File: src/rtl/uart_tx_arbiter_if.sv
`default_nettype none
// ============================================================================
// Module   : uart_tx_arbiter_if
// Brief    : Bundle between the UART TX arbiter, its requesters and the
//            transmitter. The slave modport is the arbiter's view. The master
//            modport is the environment's view: the requesters and the
//            transmitter together.
// Revision : 1.0 - initial release
// ============================================================================
interface uart_tx_arbiter_if #(
  parameter int NUM_REQ    = 4,
  parameter int DATA_WIDTH = 8
);

  localparam int ID_W = $clog2(NUM_REQ);

  // Requester side
  logic [NUM_REQ-1:0]            req;
  logic [NUM_REQ*DATA_WIDTH-1:0] req_data;
  logic [NUM_REQ-1:0]            req_last;
  logic [NUM_REQ-1:0]            ack;
  logic [ID_W-1:0]               grant_id;
  logic                          grant_valid;

  // Transmitter side
  logic                          tx_start;
  logic [DATA_WIDTH-1:0]         tx_data;
  logic                          tx_busy;

  // Status
  logic                          err_timeout;

  modport master (
    output req, req_data, req_last, tx_busy,
    input  ack, grant_id, grant_valid, tx_start, tx_data, err_timeout
  );

  modport slave (
    input  req, req_data, req_last, tx_busy,
    output ack, grant_id, grant_valid, tx_start, tx_data, err_timeout
  );

endinterface
`default_nettype wire

File: src/rtl/uart_tx_arbiter.sv
`default_nettype none
// ============================================================================
// Module   : uart_tx_arbiter
// Brief    : Round-robin, packet-locking arbiter that shares one UART
//            transmitter among NUM_REQ requesters, byte by byte. It sequences
//            the transmitter's tx_start / tx_busy handshake and flags a
//            transmitter that never goes busy.
// Revision : 1.0 - initial release
// ============================================================================
module uart_tx_arbiter #(
  parameter int NUM_REQ    = 4,   // 2..8 requesters
  parameter int DATA_WIDTH = 8,   // byte width handed to the transmitter
  parameter int START_TO   = 4    // cycles, counted from tx_start, for tx_busy to rise (>= 2)
) (
  input wire                clk,
  input wire                rst_n,
  uart_tx_arbiter_if.slave  bus
);

  localparam int ID_W  = $clog2(NUM_REQ);
  localparam int CNT_W = $clog2(START_TO + 1);

  // The tx_start cycle (ISSUE) is the first cycle of the busy-rise window,
  // so WAIT_START expires when its own count has reached START_TO-2.
  localparam logic [CNT_W-1:0]   C_CNT_LAST = CNT_W'(START_TO - 2);
  localparam logic [ID_W-1:0]    C_ID_MAX   = ID_W'(NUM_REQ - 1);
  localparam logic [ID_W:0]      C_NUM_REQ  = (ID_W + 1)'(NUM_REQ);
  localparam logic [NUM_REQ-1:0] C_ACK_ONE  = {{(NUM_REQ-1){1'b0}}, 1'b1};

  typedef enum logic [1:0] {
    S_IDLE       = 2'd0,
    S_ISSUE      = 2'd1,
    S_WAIT_START = 2'd2,
    S_WAIT_DONE  = 2'd3
  } state_t;

  state_t                r_state;
  logic [ID_W-1:0]       r_rr_ptr;
  logic [ID_W-1:0]       r_grant_id;
  logic                  r_grant_valid;
  logic                  r_last;
  logic                  r_tx_start;
  logic [DATA_WIDTH-1:0] r_tx_data;
  logic [NUM_REQ-1:0]    r_ack;
  logic                  r_err_timeout;
  logic [CNT_W-1:0]      r_cnt;

  // --------------------------------------------------------------------------
  // Per-requester byte lanes
  // --------------------------------------------------------------------------
  logic [DATA_WIDTH-1:0] w_bytes [NUM_REQ];

  generate
    for (genvar gi = 0; gi < NUM_REQ; gi++) begin : g_unpack
      assign w_bytes[gi] = bus.req_data[gi*DATA_WIDTH +: DATA_WIDTH];
    end
  endgenerate

  // --------------------------------------------------------------------------
  // Round-robin selection: rotate req so that bit 0 is the rr_ptr requester,
  // find the first set bit, then rotate the offset back into an index.
  // --------------------------------------------------------------------------
  logic [NUM_REQ-1:0] w_req_rot;
  logic [ID_W-1:0]    w_rot_off;
  logic [ID_W:0]      w_sel_sum;
  logic [ID_W:0]      w_sel_wrap;
  logic [ID_W-1:0]    w_sel;

  assign w_req_rot = NUM_REQ'({bus.req, bus.req} >> r_rr_ptr);

  // Lowest set bit of the rotated request vector wins
  always_comb begin
    w_rot_off = '0;
    for (int i = NUM_REQ - 1; i >= 0; i--) begin
      if (w_req_rot[i]) begin
        w_rot_off = ID_W'(i);
      end
    end
  end

  assign w_sel_sum  = {1'b0, r_rr_ptr} + {1'b0, w_rot_off};
  assign w_sel_wrap = w_sel_sum - C_NUM_REQ;
  assign w_sel      = (w_sel_sum >= C_NUM_REQ) ? w_sel_wrap[ID_W-1:0]
                                               : w_sel_sum[ID_W-1:0];

  // --------------------------------------------------------------------------
  // Event decode
  // --------------------------------------------------------------------------
  logic            w_timeout;   // busy never rose inside the window
  logic            w_done;      // current byte is finished (or given up on)
  logic            w_owner_req; // owner still offering a byte
  logic            w_arb;       // fresh arbitration from IDLE
  logic            w_issue;     // a byte is handed to the transmitter now
  logic [ID_W-1:0] w_issue_id;
  logic [ID_W-1:0] w_ptr_next;

  assign w_timeout   = (r_state == S_WAIT_START) && !bus.tx_busy && (r_cnt == C_CNT_LAST);
  assign w_done      = w_timeout || ((r_state == S_WAIT_DONE) && !bus.tx_busy);
  assign w_owner_req = bus.req[r_grant_id];
  assign w_arb       = (r_state == S_IDLE) && !bus.tx_busy && (|bus.req);

  // A packet in progress goes straight back to the same owner; a dropped
  // request mid-packet is handled as a release below.
  assign w_issue     = w_arb || (w_done && !r_last && w_owner_req);
  assign w_issue_id  = w_arb ? w_sel : r_grant_id;
  assign w_ptr_next  = (r_grant_id == C_ID_MAX) ? '0 : r_grant_id + 1'b1;

  // --------------------------------------------------------------------------
  // Arbiter FSM. All outputs are registered. The start/ack/data for a byte are
  // loaded on the edge that enters ISSUE, so the ISSUE cycle is the cycle in
  // which tx_start and ack are visible: one cycle after req is sampled.
  // --------------------------------------------------------------------------
  // Main state machine with registered outputs
  always_ff @(posedge clk or negedge rst_n) begin
    if (!rst_n) begin
      r_state       <= S_IDLE;
      r_rr_ptr      <= '0;
      r_grant_id    <= '0;
      r_grant_valid <= 1'b0;
      r_last        <= 1'b0;
      r_tx_start    <= 1'b0;
      r_tx_data     <= '0;
      r_ack         <= '0;
      r_err_timeout <= 1'b0;
      r_cnt         <= '0;
    end else begin
      // Single-cycle pulses
      r_tx_start    <= 1'b0;
      r_ack         <= '0;
      r_err_timeout <= 1'b0;

      case (r_state)
        S_IDLE: begin
          // Arbitration is taken care of by the issue block below
        end
        S_ISSUE: begin
          r_state <= S_WAIT_START;
          r_cnt   <= '0;
        end
        S_WAIT_START: begin
          if (bus.tx_busy) begin
            r_state <= S_WAIT_DONE;
          end else if (!w_timeout) begin
            r_cnt <= r_cnt + 1'b1;
          end
        end
        S_WAIT_DONE: begin
          // Hold until tx_busy falls; completion handled below
        end
        default: begin
          r_state <= S_IDLE;
        end
      endcase

      if (w_timeout) begin
        r_err_timeout <= 1'b1;
      end

      // End of byte: close the packet, or drop the grant if the owner
      // abandoned it. A continuing packet is picked up by the issue block.
      if (w_done) begin
        if (r_last) begin
          r_rr_ptr      <= w_ptr_next;
          r_grant_valid <= 1'b0;
          r_state       <= S_IDLE;
        end else if (!w_owner_req) begin
          r_grant_valid <= 1'b0;
          r_state       <= S_IDLE;
        end
      end

      // Hand the selected byte to the transmitter and ack its requester
      if (w_issue) begin
        r_grant_id    <= w_issue_id;
        r_grant_valid <= 1'b1;
        r_tx_start    <= 1'b1;
        r_ack         <= C_ACK_ONE << w_issue_id;
        r_tx_data     <= w_bytes[w_issue_id];
        r_last        <= bus.req_last[w_issue_id];
        r_state       <= S_ISSUE;
      end
    end
  end

  // --------------------------------------------------------------------------
  // Outputs
  // --------------------------------------------------------------------------
  assign bus.ack         = r_ack;
  assign bus.grant_id    = r_grant_id;
  assign bus.grant_valid = r_grant_valid;
  assign bus.tx_start    = r_tx_start;
  assign bus.tx_data     = r_tx_data;
  assign bus.err_timeout = r_err_timeout;

endmodule
`default_nettype wire

File: src/flat_wrapper.sv
// flat-port wrapper written by rule: the top's interface ports become plain ports
module uart_tx_arbiter_flat 
#(
  parameter int NUM_REQ    = 4,                     
  parameter int DATA_WIDTH = 8,                                          
  parameter int START_TO   = 4                                                                
)
  (clk, rst_n, bus_req, bus_req_data, bus_req_last, bus_tx_busy, bus_ack, bus_grant_id, bus_grant_valid, bus_tx_start, bus_tx_data, bus_err_timeout);
  uart_tx_arbiter_if #(.NUM_REQ(NUM_REQ), .DATA_WIDTH(DATA_WIDTH)) bus_i ();
  input wire clk;
  input wire rst_n;
  input wire logic [$bits(bus_i.req)-1:0] bus_req;
  input wire logic [$bits(bus_i.req_data)-1:0] bus_req_data;
  input wire logic [$bits(bus_i.req_last)-1:0] bus_req_last;
  input wire logic [$bits(bus_i.tx_busy)-1:0] bus_tx_busy;
  output wire logic [$bits(bus_i.ack)-1:0] bus_ack;
  output wire logic [$bits(bus_i.grant_id)-1:0] bus_grant_id;
  output wire logic [$bits(bus_i.grant_valid)-1:0] bus_grant_valid;
  output wire logic [$bits(bus_i.tx_start)-1:0] bus_tx_start;
  output wire logic [$bits(bus_i.tx_data)-1:0] bus_tx_data;
  output wire logic [$bits(bus_i.err_timeout)-1:0] bus_err_timeout;
  assign bus_i.req = bus_req;
  assign bus_i.req_data = bus_req_data;
  assign bus_i.req_last = bus_req_last;
  assign bus_i.tx_busy = bus_tx_busy;
  assign bus_ack = bus_i.ack;
  assign bus_grant_id = bus_i.grant_id;
  assign bus_grant_valid = bus_i.grant_valid;
  assign bus_tx_start = bus_i.tx_start;
  assign bus_tx_data = bus_i.tx_data;
  assign bus_err_timeout = bus_i.err_timeout;
  uart_tx_arbiter #(.NUM_REQ(NUM_REQ), .DATA_WIDTH(DATA_WIDTH), .START_TO(START_TO)) u_core (.clk(clk), .rst_n(rst_n), .bus(bus_i));
endmodule
File: config.mk
export PLATFORM = sky130hd
export DESIGN_NAME = uart_tx_arbiter_flat
export DESIGN_NICKNAME = d
export VERILOG_FILES = /design/src/rtl/uart_tx_arbiter_if.sv /design/src/rtl/uart_tx_arbiter.sv /design/src/flat_wrapper.sv
export SDC_FILE = /design/constraint.sdc
export NUM_CORES = 1
export LEC_CHECK = 0
export CORE_MARGIN = 4
export CORE_UTILIZATION = 43
export DETAILED_ROUTE_END_ITERATION = 6
export PLACE_DENSITY = 0.76
export SYNTH_ARGS = -nofsm -noshare
export SYNTH_HDL_FRONTEND = slang
export SYNTH_SLANG_ARGS = --single-unit
export TNS_END_PERCENT = 5
File: constraint.sdc
create_clock -name clk -period 4.1 [get_ports clk]
set_input_delay 0.82 -clock clk [delete_from_list [all_inputs] [get_ports clk]]
set_output_delay 0.82 -clock clk [all_outputs]
set_load 0.02 [all_outputs]
# Yosys cells after proc, flatten, opt, wreduce, memory -nomap -nowiden
# Index checks and enable logic that the tools add are counted.
dict set report totals {
  ff_bits 25
  latchBits 0
  ramBits 0
  romBits 0
  inputBits 43
  out_inout_bits 17
  wordCells 77
  n_memories 0
}
dict set report op_classes {
  addsub 4
  multipliers 0
  div 0
  order_cmp 4
  n_eq_ne 8
  shift 2
  muxes 30
  bitwise_logic 1
  reduce_logical 18
}
# operator n
set ops {}
lappend ops {{$mux W2} 12}
lappend ops {{$bmux W8 S2} 1}
lappend ops {{$mux W8} 2}
lappend ops {{$mux W1} 8}
lappend ops {{$shr A8 B2 Y4} 1}
lappend ops {{$logic_and A1 B1 Y1} 7}
lappend ops {{$eq A2 B2 Y1 const B} 3}
lappend ops {{$ge A3 B3 Y1 const B} 2}
lappend ops {{$lt A2 B3 Y1 const B} 2}
lappend ops {{$mux W3} 2}
lappend ops {{$pmux W3 S2} 1}
lappend ops {{$bmux W1 S2} 2}
lappend ops {{$mux W4} 1}
lappend ops {{$ne A2 B2 Y1 const B} 2}
lappend ops {{$pmux W2 S2} 1}
lappend ops {{$reduce_and A2 Y1} 2}
lappend ops {{$reduce_bool A2 Y1} 2}
lappend ops {{$reduce_or A4 Y1} 1}
lappend ops {{$shl A1 B2 Y4 const A} 1}
lappend ops {{$add A2 B2 Y3} 1}
lappend ops {{$add A3 B1 Y3 const B} 1}
lappend ops {{$eq A3 B2 Y1 const B} 1}
lappend ops {{$ne A3 B2 Y1 const B} 1}
lappend ops {{$not A2 Y3} 1}
lappend ops {{7 further kinds} 9}

# Logic depth before layout (Yosys ltp)
dict set report depth {
  depth_word 13
  ltp_mapped 13
  depth_no_buf 11
}

# Worst setup path before layout
# OpenSTA, ideal clock, no wires.
dict set report synth_path {
  kind {input to register}
  start {input port bus_req[0]}
  end {register u_core.r_tx_data[0], in the netlist u_core.bus.tx_data[0]}
  setup_ps 121
  t_arrival_ps 2765
  required_ps 3979
  slack_ps 1214
  cell_stages 13
  n_path_buf 2
  path_cell_list {buf_6 > nor2_1 > nor2_1 > a21oi_1 > o32a_1 > a21oi_1 > ha_1 > xnor2_1 > or4_4 > a31oi_4 > buf_4 > a21oi_1 > a22o_1}
}
dict set report synth_between {
  elab_chain_len 13
  elab_cells_between_ends 20
  classes_between {add/sub (2); order compare (1); shift (1); mux (11); bitwise (1); reduce/logical (4)}
}
# item line
set synth_rtl {}
lappend synth_rtl {{from (decl)} flat_wrapper.sv:12} ;# input wire logic [$bits(bus_i.req)-1:0] bus_req;
lappend synth_rtl {{$shr A8 B2 Y4} uart_tx_arbiter.sv:69} ;# assign w_req_rot = NUM_REQ'({bus.req, bus.req} >> r_rr_ptr);
lappend synth_rtl {{$mux W2 (4 in a row)} uart_tx_arbiter.sv:75} ;# if (w_req_rot[i]) begin
lappend synth_rtl {{$add A2 B2 Y3} uart_tx_arbiter.sv:81} ;# assign w_sel_sum = {1'b0, r_rr_ptr} + {1'b0, w_rot_off};
lappend synth_rtl {{$ge A3 B3 Y1 / $sub A2 B1 Y2 (equally long branches)} {uart_tx_arbiter.sv:83, uart_tx_arbiter.sv:82}}
lappend synth_rtl {{$mux W2} uart_tx_arbiter.sv:83} ;# assign w_sel = (w_sel_sum >= C_NUM_REQ) ? w_sel_wrap[ID_W-1:0]
lappend synth_rtl {{$mux W2} uart_tx_arbiter.sv:105} ;# assign w_issue_id = w_arb ? w_sel : r_grant_id;
lappend synth_rtl {{$not A2 Y3 (not written as such)} uart_tx_arbiter.sv:178} ;# r_tx_data <= w_bytes[w_issue_id];
lappend synth_rtl {{$bmux W8 S2} uart_tx_arbiter.sv:178}
lappend synth_rtl {{$mux W8 (not written as such) (2 in a row)} uart_tx_arbiter.sv:178}
lappend synth_rtl {{to (signal assigned)} uart_tx_arbiter.sv:178}
lappend synth_rtl {{to (decl)} uart_tx_arbiter.sv:43} ;# logic [DATA_WIDTH-1:0] r_tx_data;
# Several ways; a longest one is shown, not always the timed one. The select of a mux whose other input is x is not followed.
# A chain may end at the register's enable or synchronous reset.

# Final worst setup path
dict set report layout_path {
  start {input port bus_req[2]}
  end {register u_core.r_tx_data[6], in the netlist u_core.bus.tx_data[6]}
}
# The elaborated chain is that of the path after synthesis.

==> results.md <==
- Status: completed
- Clock transition at the registers of the reported paths: 0.08 ns
- Via count: 1,402
- CP cell instances: clkdlybuf4s50_1 > nor2b_1 > a21oi_1 > nor2_1 > a211oi_1 > a21oi_1 > ha_1 > xnor2_1 > or4_4 > a31oi_4 > buf_4 > a21oi_1 > a22o_1
- TritonCTS clock tree: built
- PortBufs: 59
- Worst setup EP type: flip-flop
- Top cells by area, synth: dfrtp_1 38%, mux2i_1 8.0%, ha_1 6.2%
- Largest area contributor in the netlist: dfrtp_1
- First-pass GRT wire length: 6403 um
- Height of the die: 69.51 um
- Worst Path Max Fanout: 12
- Placed Instances: 258
- Total gr overflow: 0
- Ys Warns: 0
- Post-DP HPWL: 2979 um
- Number of H-tree levels: 1
- Placer Congestion: 0.8139
- Syn Std Cell Area: 1627 um^2
- Crit path kind: input pin to flip-flop
- Syn Inst Count: 155
- Routed vias/inst: 5.351
- Final Hold Viols: 0
- Maximum clock rate: 0.2913 GHz
- Number of max-cap violations: 0
- CP required: 4.27 ns
- Fin Setup TNS: 0 ns
- CP most frequent cell: a21oi_1
- Worst Skew: 0.007329 ns
- Core ar.: 3661 um^2
- Final Critical Period: 3.432 ns
- Critical-path top delay cell: clkdlybuf4s50_1
- Synthesis-to-finish area growth: 41.46%
- Worst vdd rail ir drop: 0.3822 mV
- Synth Area per Inst: 10.49 um^2
- Antenna Cells: 0
- Final setup fails: 0
- GRT Overall Usage: 0.1647
- Crit share post-route: 0.8372
- Worst Hold Class: flip-flop to flip-flop
- Core Rows: 22
- Seq cells post-synth: 25
- Synth top area share: 0.3846
- WP data arrival: 3.60 ns
- Num CTS Buffers: 3
- Largest net degree at the start of global routing: 26
- Die area: 4831 um^2
- Hold Slack: 0.5143 ns
- Antenna violations before repair: 0
- Slew Viols, Final: 0
- Post-Syn Nets: 206
- Max incr delay on CP: 0.65 ns
- Share of layout cells above drive strength 1: 0.09346
- Setup bufs post-CTS: 0
- Relative slew margins: 0.2866
- Power Dens Cells: 669.6 nW/um^2
- Sink Count: 25
- FILL cells: 294
- Routed wire length: 3809 um
- Worst setup SP type: input pin
- WL/cell: 14.54 um
- Design area: 2301 um^2
- Hold_buf cts: 0
- Detail Route Antenna Nets: 0
- Non-filler cells, final: 262
- Synth unique cells: 40
- I/O pin total: 60
- Placed Area: 2255 um^2
- Post-route DRC: 0
- CTS max path bufs: 2
- Initial Util: 0.4443
- Unrepaired setup endpoints after global routing: false
- Pleak: 1.005 nW
- Cts repair resizes: 0
- Vias in the first global route: 1,438
- Die width: 69.51 um
- Worst-Margin Slew: 1.067 ns
- Worst-Skew Late Latency: 0.27 ns
- Pre-antenna DRT Iters: 4
- 1st-iter DRT viols: 40
- Root buffer cell: clkbuf_8
- Nets@finish: 266
- Seq/Total Area, Yosys: 0.3846
## critical path: cells and delay by family
family | cells | cell delay [ns]
AO/OA/AOI/OAI | 6 | 0.97
buffers and inverters | 2 | 0.86
AND/OR/NAND/NOR | 3 | 0.61
adder cells (fa/ha/maj) | 1 | 0.20
XOR/XNOR | 1 | 0.14
## routing by layer
layer / vias up / GRT usage / wire length, um
li1: 682 / - / -
met1: 653 / 0.2139 / 1759
met2: 60 / 0.2553 / 1665
met3: 7 / 0.05072 / 312
met4: 0 / 0.06508 / 71
met5: - / 0 / 0
## kinds of logic (layout without fill, tap and decap cells)
kind of cell	after synthesis	after routing	share of synthesized area
DFF	25	25	0.3846
xor gates and xnor gates	2	2	0.01077
AOI/OAI and AO/OA	45	45	0.2108
muxes	17	17	0.1169
buffers and inverters	19	78	0.06615
and+or+nand+nor	39	39	0.1492
adders and majority gates	8	8	0.06154
## layout by cell type (no fill, tap or decap), drive strengths merged
cell,instances
nor3,2
nor4,2
a22o,8
ha,8
or4,1
a2111oi,2
o32a,1
xnor2,2
and3b,1
a21oi,13
clkinv,1
o31ai,6
mux2,3
o21ai,2
and3,2
inv,10
nand2,6
a211o,8
nand3b,1
nor3b,1
clkdlybuf4s50,59
buf,5
nand2b,1
nor2b,5
mux2i,13
mux4,1
dfrtp,25
and2,8
o22ai,1
or3,1
a31oi,2
a211oi,2
nor2,8
clkbuf,3
## cell type report
cell class	instances	area, um^2	share of cell area
clock buffer	3	41.29	0.01794
clock inverter	1	5.005	0.002175
inverter	10	37.54	0.01631
multi-input combinational	111	903.4	0.3926
sequential	25	625.6	0.2719
tap	48	60.06	0.02610
timing repair buffer	64	628.1	0.2730
## path summary, 6_finish.rpt
path	startpoint	to	slack (ns)	cells after the start
worst max-delay path	bus_req[2]	u_core.bus.tx_data[6]	0.67	13
worst min-delay path	u_core.bus.tx_data[4]	u_core.bus.tx_data[4]	0.51	1
worst max register to register	u_core.r_rr_ptr[1]	u_core.bus.tx_data[6]	1.34	12
worst min register to register	u_core.bus.tx_data[4]	u_core.bus.tx_data[4]	0.51	1
max in group asynchronous	rst_n	u_core.bus.grant_id[0]	2.33	1
min in group asynchronous	rst_n	u_core.bus.tx_data[1]	1.12	1
## registers in the layout, indices dropped and copies added (netlist names)
name / cells
u_core.bus.tx_start: 1
u_core.r_cnt: 3
u_core.bus.grant_id: 2
u_core.r_state: 2
u_core.r_last: 1
u_core.r_rr_ptr: 2
u_core.bus.ack: 4
u_core.bus.grant_valid: 1
u_core.bus.tx_data: 8
u_core.bus.err_timeout: 1
## power breakdown
| part | switching, W | leakage (nW) | internal [W] |
|---|---|---|---|
| Combinational | 0.000483 | 0.662 | 0.000479 |
| Sequential | 0.0000879 | 0.317 | 0.000348 |
| Clock | 0.0000746 | 0.0255 | 0.0000680 |
| Total | 0.000645 | 1.00 | 0.000895 |
## synth_stat cells, drive strengths merged
| cell | number |
|---|---|
| inv | 10 |
| a21oi | 13 |
| nor2 | 8 |
| ha | 8 |
| nor2b | 5 |
| a211o | 8 |
| or3 | 1 |
| a2111oi | 2 |
| nor4 | 2 |
| a31oi | 2 |
| nor3b | 1 |
| o32a | 1 |
| a22o | 8 |
| and3b | 1 |
| o22ai | 1 |
| nor3 | 2 |
| nand2 | 6 |
| clkbuf | 1 |
| and3 | 2 |
| o31ai | 6 |
| nand2b | 1 |
| nand3b | 1 |
| mux2 | 3 |
| or4 | 1 |
| dfrtp | 25 |
| and2 | 8 |
| o21ai | 2 |
| buf | 8 |
| mux2i | 13 |
| xnor2 | 2 |
| mux4 | 1 |
| a211oi | 2 |
## stage by stage
step                        util  power [W]  setup WS [ns]
final                     0.6285   0.001541         0.6675
after global routing      0.6285   0.001660         0.4519
after CTS                 0.6285   0.001555         0.6914
after detailed placement  0.6159   0.001404         0.4050
after global placement    0.6159   0.001361         0.5114
after floorplan                -   0.001095          1.214
Note: power is estimated with default switching activity, not from simulation.
